## src/rtl/trigger_arm_sequencer.sv

```systemverilog
// Capture sequencer driving a trigger control block: clears the trigger
// latch, arms it, waits for a trigger, opens a capture window for a
// programmed number of samples, clears again, then either re-arms after a
// hold-off (continuous mode) or reports completion.
module trigger_arm_sequencer (
   input  logic        clk,
   input  logic        module_reset_n,
   input  logic        start,
   input  logic        abort,
   input  logic        continuous,
   input  logic        triggered,
   input  logic        sample_valid,
   input  logic [15:0] post_trigger_count,
   input  logic [7:0]  hold_off,
   output logic        armed,
   output logic        manual_reset,
   output logic        capture_en,
   output logic        capture_done,
   output logic        busy,
   output logic [15:0] trig_count
);

   localparam logic [2:0] IDLE      = 3'd0;
   localparam logic [2:0] CLR0      = 3'd1;
   localparam logic [2:0] ARM       = 3'd2;
   localparam logic [2:0] WAIT_TRIG = 3'd3;
   localparam logic [2:0] CAPTURE   = 3'd4;
   localparam logic [2:0] CLEAR     = 3'd5;
   localparam logic [2:0] HOLDOFF   = 3'd6;
   localparam logic [2:0] DONE      = 3'd7;

   logic [2:0]  state_reg, state_next;
   logic [15:0] sample_cnt_reg, sample_cnt_next;
   logic [7:0]  hold_cnt_reg, hold_cnt_next;
   logic [15:0] trig_count_reg, trig_count_next;
   logic        aborted_reg, aborted_next;

   logic        armed_reg, armed_next;
   logic        manual_reset_reg, manual_reset_next;
   logic        capture_en_reg, capture_en_next;
   logic        capture_done_reg, capture_done_next;
   logic        busy_reg, busy_next;

   // Next-state, counter and output decode; outputs are decoded from the
   // next state so the registered outputs line up with the state register.
   always_comb begin
      state_next      = state_reg;
      sample_cnt_next = sample_cnt_reg;
      hold_cnt_next   = hold_cnt_reg;
      trig_count_next = trig_count_reg;
      aborted_next    = aborted_reg;

      if (abort && (state_reg != IDLE)) begin
         // Abort wins over everything outside IDLE, including a trigger
         // arriving in the same cycle; the clear cycle then returns to IDLE.
         state_next   = CLEAR;
         aborted_next = 1'b1;
      end else begin
         case (state_reg)
            IDLE: begin
               if (start) begin
                  state_next   = CLR0;
                  aborted_next = 1'b0;
               end
            end
            CLR0:      state_next = ARM;
            ARM:       state_next = WAIT_TRIG;
            WAIT_TRIG: begin
               if (triggered) begin
                  sample_cnt_next = post_trigger_count;
                  if (trig_count_reg != 16'hFFFF) begin
                     trig_count_next = trig_count_reg + 16'd1;
                  end
                  state_next = (post_trigger_count != 16'd0) ? CAPTURE : CLEAR;
               end
            end
            CAPTURE: begin
               // The strobe that takes the count 1 -> 0 is the last one
               // inside the window.
               if (sample_valid) begin
                  sample_cnt_next = sample_cnt_reg - 16'd1;
                  if (sample_cnt_reg <= 16'd1) begin
                     state_next = CLEAR;
                  end
               end
            end
            CLEAR: begin
               if (aborted_reg) begin
                  state_next   = IDLE;
                  aborted_next = 1'b0;
               end else begin
                  state_next    = HOLDOFF;
                  hold_cnt_next = hold_off;
               end
            end
            HOLDOFF: begin
               // A loaded value of 0 or 1 both give a single hold-off cycle.
               if (hold_cnt_reg <= 8'd1) begin
                  state_next = continuous ? CLR0 : DONE;
               end else begin
                  hold_cnt_next = hold_cnt_reg - 8'd1;
               end
            end
            DONE:    state_next = IDLE;
            default: state_next = IDLE;
         endcase
      end

      armed_next        = (state_next == ARM) || (state_next == WAIT_TRIG);
      manual_reset_next = (state_next == CLR0) || (state_next == CLEAR);
      capture_en_next   = (state_next == CAPTURE);
      capture_done_next = (state_next == DONE);
      busy_next         = (state_next != IDLE);
   end

   // State, counters and registered outputs; reset abandons any sequence
   // without issuing a clear pulse.
   always_ff @(posedge clk or negedge module_reset_n) begin
      if (!module_reset_n) begin
         state_reg        <= IDLE;
         sample_cnt_reg   <= 16'd0;
         hold_cnt_reg     <= 8'd0;
         trig_count_reg   <= 16'd0;
         aborted_reg      <= 1'b0;
         armed_reg        <= 1'b0;
         manual_reset_reg <= 1'b0;
         capture_en_reg   <= 1'b0;
         capture_done_reg <= 1'b0;
         busy_reg         <= 1'b0;
      end else begin
         state_reg        <= state_next;
         sample_cnt_reg   <= sample_cnt_next;
         hold_cnt_reg     <= hold_cnt_next;
         trig_count_reg   <= trig_count_next;
         aborted_reg      <= aborted_next;
         armed_reg        <= armed_next;
         manual_reset_reg <= manual_reset_next;
         capture_en_reg   <= capture_en_next;
         capture_done_reg <= capture_done_next;
         busy_reg         <= busy_next;
      end
   end

   assign armed        = armed_reg;
   assign manual_reset = manual_reset_reg;
   assign capture_en   = capture_en_reg;
   assign capture_done = capture_done_reg;
   assign busy         = busy_reg;
   assign trig_count   = trig_count_reg;

endmodule

```

## config.mk

```make
export PLATFORM = sky130hd
export DESIGN_NAME = trigger_arm_sequencer
export DESIGN_NICKNAME = d
export VERILOG_FILES = /design/src/rtl/trigger_arm_sequencer.sv
export SDC_FILE = /design/constraint.sdc
export NUM_CORES = 1
export LEC_CHECK = 0
export CAP_MARGIN = 20
export CORE_ASPECT_RATIO = 1.5
export CORE_MARGIN = 2
export CORE_UTILIZATION = 27
export CTS_CLUSTER_SIZE = 30
export DETAILED_ROUTE_END_ITERATION = 16
export PLACE_DENSITY = 0.52
export SLEW_MARGIN = 20
export SYNTH_ARGS = -nofsm -noshare
export SYNTH_HDL_FRONTEND = slang
export SYNTH_SLANG_ARGS = --single-unit
export TNS_END_PERCENT = 5
```

## constraint.sdc

```tcl
create_clock -name clk -period 2.85 [get_ports clk]
set_input_delay 0.285 -clock clk [delete_from_list [all_inputs] [get_ports clk]]
set_output_delay 0.285 -clock clk [all_outputs]
set_load 0.005 [all_outputs]
```

### Word level (Yosys, flattened, before mapping)

Cells that the tools add are included.

| operators by class | value |
|---|---|
| muxes and demuxes | 19 |
| reduce and logical (&&, ||, !) cells | 14 |
| magnitude comparators | 2 |
| add/subtract/negate cells | 3 |
| equality and inequality tests | 19 |
| bitwise gates (word level) | 1 |

Operator list:

| cell | number |
|---|---|
| two-way mux 16 bit | 2 |
| case mux 16 bit (2 select lines) | 1 |
| two-way mux 3 bit | 8 |
| case mux 3 bit (8 select lines) | 1 |
| equality test 3 bit, second input constant | 7 |
| adder 16 x 1 -> 16 bit, second input constant | 1 |
| less-or-equal comparator 16 x 1 -> 1 bit, second input constant | 1 |
| two-way mux 8 bit | 2 |
| inequality test 16 bit, second input constant | 1 |
| case mux 8 bit (2 select lines) | 1 |
| nonzero test 16 bit | 1 |
| subtractor 16 x 1 -> 16 bit, second input constant | 1 |
| equality test 3 x 2 -> 1 bit, second input constant | 4 |
| AND reduction 4 bit | 3 |
| nonzero test 3 bit | 3 |
| less-or-equal comparator 8 x 1 -> 1 bit, second input constant | 1 |
| inequality test 2 bit, second input constant | 4 |
| subtractor 8 x 1 -> 8 bit, second input constant | 1 |
| equality test 3 x 1 -> 1 bit, second input constant | 2 |
| nonzero test 2 bit | 2 |
| logical NOT 3 bit | 1 |
| two-way mux 1 bit | 3 |
| inequality test 3 bit, second input constant | 1 |
| logical OR 1 bit | 2 |
| other kinds (4) | 4 |

| word-level totals | value |
|---|---|
| register bits | 49 |
| output and inout bits | 21 |
| word-level logic and storage cells | 68 |

### Depth between registers and ports, before layout

Gate-level depths: netlist of the first run.

| depth | value |
|---|---|
| word-level depth | 7 |
| depth in mapped cells | 8 |
| gate-level depth less buffers | 8 |

### Worst setup path before layout of the first run

Ideal clock, no wire load.

| timing | value |
|---|---|
| path type | register to register |
| start | reg hold_cnt_reg[0] |
| end | reg capture_en_reg (netlist: capture_en) |
| stages on the path, launching flop included | 9 |
| library setup time | 0.080 ns |
| path slack | 0.982 ns |
| required time | 2.770 ns |
| arrival | 1.788 ns |
| path through | dfrtp_1 inv_1 ha_1 or2_1 and3_1 a211o_1 o31ai_2 inv_2 nor3_2 |

| between the ends | value |
|---|---|
| cells in the longest elaborated chain, start to end | 5 |

RTL lines:

| what | RTL line | text |
|---|---|---|
| from (decl) | 34 | `logic [7:0] hold_cnt_reg, hold_cnt_next;` |
| from (signal assigned) | 133 | `hold_cnt_reg <= hold_cnt_next;` |
| less-or-equal comparator 8 x 1 -> 1 bit | 98 | `if (hold_cnt_reg <= 8'd1) begin` |
| two-way mux 3 bit | 98 |  |
| case mux 3 bit (8 select lines) | 59 | `case (state_reg)` |
| two-way mux 3 bit | 53 | `if (abort && (state_reg != IDLE)) begin` |
| via state_next[0] | 32 | `logic [2:0] state_reg, state_next;` |
| equality test 3 bit | 111 | `capture_en_next = (state_next == CAPTURE);` |
| via capture_en_next | 40 | `logic capture_en_reg, capture_en_next;` |
| to (signal assigned) | 138 | `capture_en_reg <= capture_en_next;` |
| to (decl) | 40 |  |

The timed path passes the listed nets, and every way through them passes these cells.
A chain may end at the register's enable or synchronous reset.

### Worst setup path in the final report of the first run

| timing | value |
|---|---|
| start | reg hold_cnt_reg[0] |
| end | reg hold_cnt_reg[0] |

| between the ends | value |
|---|---|
| cells in the longest elaborated chain, start to end | 3 |

RTL lines:

| what | RTL line |
|---|---|
| subtractor 8 x 1 -> 8 bit or less-or-equal comparator 8 x 1 -> 1 bit (tied branches) | 101, 98 |
| two-way mux 8 bit or inequality test 2 bit (tied branches) | n/a |
| case mux 8 bit (2 select lines) or AND reduction 4 bit (tied branches) | n/a |

Several ways; a longest one is shown, not always the timed one. The select of a mux whose other input is x is not followed.

==> out/qor.yml, run 1 <==
drt:
  wl_mm: 7.19
  dr.pass1.iters: 4
  drtAntennaViolNets: 0
  drc: 0
  viasPerCell: 5.08
  wire_per_inst_um: 14.5
  drtIter0Drc: 112
  vias: 2527
synth:
  yosysWarningCount: 0
  synth_top_cells_by_area: "dfrtp_1 (43%), a21oi_1 (6.0%), o21ai_0 (4.2%), nor2_1 (3.7%), xnor2_1 (3.7%)"
  synth-seq-area-share: 0.432
  synth-main-ff-cell: "dfrtp_1"
  synth.avg_cell_area_um2: 9.27
  synth_top_cell_by_area: "dfrtp_1"
  yosysTopAreaCellShare: 0.432
  synth-async-reset-ratio: 1.00
  syn_inst: 306
  synth.cell_area_mm2: 0.00284
  ys_ff_latch: 49
  syn_nets: 342
  yosysUniqueCellTypes: 58
  synth-edff-count: 0
timing:
  whs_ns: 0.439
  min_period_ns: 2.27
  slew_headroom: 0.292
  slew_viol_final: 0
  fin_crit_sh: 0.795
  rsz0062_at_grt: "no"
  finalClockSkew_ns: 0.00367
  fmax_ghz: 0.441
  setup_viol: 0
  totalNegativeSetupSlack_ns: 0
  worst_pin_slew_ns: 1.06
  worst_slack_ns: 0.584
  finalHoldViolations: 0
clock_tree:
  clkTransAtPathRegs_ns: 0.07
  clock_sinks: 49
  cts_root_buf: "clkbuf_16"
  cts.path.max_buffers: 2
  postCtsSetupBuffers: 0
  worstSkewPairLatency_ns: 0.29
  cts_resized: 0
  numCtsBuffers: 5
  hold_buffers: 1
  cts_tree: "built"
  cts-htree-levels: 2
floorplanning:
  die_w_um: 87.7
  io_pins: 52
  die-area_mm2: 0.0114
  fp-row-count: 45
  core_area_mm2: 0.0102
  initial_core_util: 0.278
  dieHeight_um: 130
global_route:
  grt_pass1_vias: 2534
  antenna_found_initial: 0
  grt_remaining_overflow: 0
  grt_start_max_net_pins: 36
  grt_pass1_wl_mm: 12.1
  grtUsageTotal: 0.134
place:
  dp_slack_ns: 0.606
  gp_congestion: 0.742
  place_inst: 488
  place_area_mm2: 0.00348
  io_buffers: 51
  dp_hpwl_mm: 5.18
setup_path:
  worst_setup_path_end_kind: "register"
  cp-start-kind: "register"
  cp.required_ns: 3.07
  arrival_ns: 2.48
  cp_max_fo: 16
  crit_type: "reg2reg"
power:
  p_per_area_mw_per_mm2: 788
  totalPowerFinal_mw: 2.86
  irDropWorstVdd_mv: 0.400
  p_leak_nw: 1.38
layout:
  syn_to_final_growth_pct: 27.9
  final_cell_mix: "clkdlybuf4s50_1 (50), dfrtp_1 (49), a21oi_1 (34)"
  design_area_mm2: 0.00363
  final_common_cell: "clkdlybuf4s50_1"
  fillCellCount: 1050
  drive_gt1_frac: 0.0871
  utilization: 0.356
  antenna_cells: 0
  stdcell_count: 497
  layout.nets: 391
run:
  cap_violations: 0
run_status:
  status: "complete, no violations"
min_path:
  hold_path.class: "in2async"
-- path summary, 6_finish.rpt --
| kind | from | to | slack, ns | cells after the start |
|---|---|---|---|---|
| worst min-delay path | module_reset_n | trig_count[1] | 0.44 | 2 |
| min in group clk | trig_count[14] | trig_count[14] | 0.50 | 1 |
| worst max register to register | hold_cnt_reg[0] | hold_cnt_reg[0] | 0.58 | 7 |
| max in group asynchronous | module_reset_n | hold_cnt_reg[7] | 1.62 | 3 |
| worst max-delay path | hold_cnt_reg[0] | hold_cnt_reg[0] | 0.58 | 7 |
| worst min register to register | trig_count[14] | trig_count[14] | 0.50 | 1 |
-- worst max-delay path, cell delays in order, from the launching register on --
cell,delay [ns]
dfrtp_1,0.40
inv_1,0.08
ha_1,0.23
or2_1,0.23
a311oi_1,0.22
o211ai_1,0.46
or3_1,0.50
o21ai_0,0.07
-- cell type report --
class | count | area (um2) | area share
multi-input cells | 235 | 1510 | 0.417
flip-flops and latches | 49 | 1230 | 0.338
repair buffers | 55 | 538 | 0.148
well taps | 141 | 176 | 0.0486
clock buffers | 5 | 125 | 0.0345
inverters | 9 | 33.8 | 0.00931
clock inverters | 3 | 17.5 | 0.00483
-- routing by layer --
| layer | global-route usage | routed length, um | up-vias |
|---|---|---|---|
| met1 | 0.164 | 3100 | 1222 |
| met4 | 0.0471 | 137 | 0 |
| met2 | 0.230 | 3630 | 64 |
| li1 | - | - | 1231 |
| met5 | 0 | 0 | - |
| met3 | 0.0293 | 321 | 10 |
-- Yosys cell counts (all sizes together), types with 2 or more instances --
master	n
or3	5
o32ai	2
o22a	2
nand4	6
nor2	28
nand2	18
nand2b	5
nand3	10
or2	2
xor2	3
o21ai	24
inv	9
nand4b	2
and3	4
and4	4
o22ai	4
a31oi	5
clkbuf	4
o2bb2ai	3
ha	5
a311oi	2
xnor2	12
a211oi	4
nor3b	3
nand3b	3
a22oi	3
nor2b	2
nor4	7
a21oi	34
o31a	2
buf	9
dfrtp	49
o211ai	2
nor3	17
-- power breakdown --
part / switching [mW] / internal, mW / leakage, nW
combinational: 0.555 / 0.476 / 0.702
sequential: 0.312 / 0.928 / 0.613
clock: 0.266 / 0.322 / 0.0696
-- logic make-up (layout without fill, tap and decap cells) --
logic type,after synthesis,in the layout,synth area share
AND/OR/NAND/NOR,120,120,0.247
AO/OA/AOI/OAI,94,94,0.213
flip-flops,49,49,0.432
buffers and inverters,22,72,0.0348
XOR/XNOR,15,15,0.0463
adder cells (fa/ha/maj),5,5,0.0220
multiplexers,1,1,0.00397
Note: power is estimated with default switching activity, not from simulation.
==> inputs of run 2 (changes only) <==
PLACE_DENSITY = 0.53   (was 0.52)
clock period = 1.95 ns   (was 2.85 ns; I/O delays follow)
==> out/qor.yml, run 2 (synthesis gave the netlist of run 1 again) <==
layout:
  antenna_cells: 0  # unchanged
  seq_area_mm2: 0.00123  # unchanged
  final_cell_mix: "clkdlybuf4s50_1 (50), dfrtp_1 (49), buf_4 (46)"
  layout.nets: 438  # +12%
  fillCellCount: 1035  # -1.4%
  syn_to_final_growth_pct: 44.5
  multi_input_area_mm2: 0.00157  # +3.6%
  drive_gt1_frac: 0.216  # +0.129
  utilization: 0.402  # +0.0462
  final_common_cell: "clkdlybuf4s50_1"
drt:
  vias: 2629  # +4.0%
  wl_mm: 7.53  # +4.8%
  wire_per_inst_um: 13.8  # -4.3%
  drc: 0  # unchanged
  viasPerCell: 4.83  # -5.0%
  dr.pass1.iters: 4  # unchanged
  drtAntennaViolNets: 0  # unchanged
  drtIter0Drc: 84  # -25%
clock_tree:
  cts-htree-levels: 2  # unchanged
  numCtsBuffers: 5  # unchanged
  clkTransAtPathRegs_ns: 0.07  # about the same
  cts.path.max_buffers: 2  # unchanged
  cts_root_buf: "clkbuf_16"
  cts_tree: "built"
  clock_sinks: 49  # unchanged
  worstSkewPairLatency_ns: 0.29  # about the same
timing:
  finalHoldViolations: 0  # unchanged
  rsz0062_at_grt: "yes"
  whs_ns: 0.412  # -0.0263 ns
  fin_crit_sh: 0.983  # +0.188
  slew_headroom: 0.659  # +0.366
  worst_pin_slew_ns: 0.512  # -0.545 ns
  min_period_ns: 1.92  # -0.349 ns
  totalNegativeSetupSlack_ns: 0  # unchanged
  fmax_ghz: 0.522  # +18%
  slew_viol_final: 0  # unchanged
  worst_slack_ns: 0.0329  # -0.551 ns
  finalClockSkew_ns: 0.00749  # +0.00382 ns
  setup_viol: 0  # unchanged
global_route:
  grtUsageTotal: 0.139  # +0.00500
  antenna_found_initial: 0  # unchanged
  grt_pass1_wl_mm: 12.5  # +3.5%
  grt_remaining_overflow: 0  # unchanged
  grt_start_max_net_pins: 50  # +39%
  grt_pass1_vias: 2683  # +5.9%
power:
  totalPowerFinal_mw: 4.69  # +64%
  p_per_area_mw_per_mm2: 1140  # +45%
  irDropWorstVdd_mv: 0.523  # +31%
  p_leak_nw: 1.64  # +18%
floorplanning:
  dieHeight_um: 130  # unchanged
  die-area_mm2: 0.0114  # unchanged
  core_area_mm2: 0.0102  # unchanged
  initial_core_util: 0.278  # unchanged
  fp-row-count: 45  # unchanged
  die_w_um: 87.7  # unchanged
  io_pins: 52  # unchanged
setup_path:
  worst_setup_path_end_kind: "register"
  slowest_stage: "dfrtp_1"
  arrival_ns: 2.13  # -0.35 ns
  cp_max_fo: 6  # -10
  crit_chain: "inv_2, ha_2, or2_4, a311oi_2, o211ai_1, buf_4, or3_1, o21ai_1"
  critical_path.startpoint: "hold_cnt_reg[1]"
  reg2reg_to: "hold_cnt_reg[0]"
  rr_worst_depth: 8  # +1
  cp.buffers_inverters: 2  # +1
  cp_num_cells: 8  # +1
  r2r_slack_ns: 0.03  # -0.55 ns
  worst_path_largest_cell_delay_ns: 0.38  # -0.12 ns
  cp-endpoint: "hold_cnt_reg[0]"
  cp_top_family: "simple AND/OR/NAND/NOR gates"
  crit_type: "reg2reg"
  cp.required_ns: 2.17  # -0.90 ns
  cp-start-kind: "register"
  worstReg2RegStart: "hold_cnt_reg[1]"
place:
  dp_hpwl_mm: 5.49  # +5.9%
  gp_congestion: 0.833  # +12%
  io_buffers: 51  # unchanged
  dp_slack_ns: -0.112  # -0.718 ns
min_path:
  hold_path.class: "in2async"
run:
  cap_violations: 0  # unchanged
run_status:
  status: "complete, no violations"
-- run 2: where the power goes --
group / switching, mW / leakage, nW / internal, mW
Sequential: 0.407 / 0.613 / 1.36
Clock: 0.387 / 0.0800 / 0.607
Combinational: 0.967 / 0.943 / 0.969
Total: 1.76 / 1.64 / 2.93
-- run 2: worst register-to-register path: stages (launching register included) --
cell and delay (ns):
dfrtp_1 0.38, inv_2 0.08, ha_2 0.17, or2_4 0.25, a311oi_2 0.25, o211ai_1 0.14
buf_4 0.18, or3_1 0.31, o21ai_1 0.09
-- run 2: per-layer routing --
metal  vias up  global-route usage  wire length, um
met5         -                   0                0
met4         0              0.0516              126
met3        10              0.0255              195
met2        33               0.254             4000
met1      1265               0.158             3210
li1       1321                   -                -
-- run 2: repair_timing --
item,in CTS,in global routing
endpoints found under the hold margin,49,0
pin swaps,2,4
gates resized for setup,2,13
endpoints found under the setup margin,4,12
gates cloned,0,1
setup buffers,2,0
hold buffers,1,0
-- run 2: layout make-up --
| cell class | count | share of cell area |
|---|---|---|
| inverter | 9 | 0.00824 |
| timing repair buffer | 102 | 0.226 |
| sequential | 49 | 0.299 |
| clock inverter | 3 | 0.0113 |
| clock buffer | 5 | 0.0305 |
| multi-input combinational | 235 | 0.382 |
| tap | 141 | 0.0430 |
-- run 2: metrics by stage --
step,instances,instance area [um2]
floorplan,306,2840
global placement,532,3840
detailed placement,532,3840
CTS,543,4060
global route,544,4100
finish,544,4100
-- run 2: worst min-delay path by stage --
stage	end	cells past startpoint
2_1_floorplan	aborted_reg	0
3_3_place_gp	trig_count[0]	2
3_5_place_dp	trig_count[1]	2
4_1_cts	trig_count[1]	3
5_1_grt	trig_count[1]	3
6_report	trig_count[0]	3
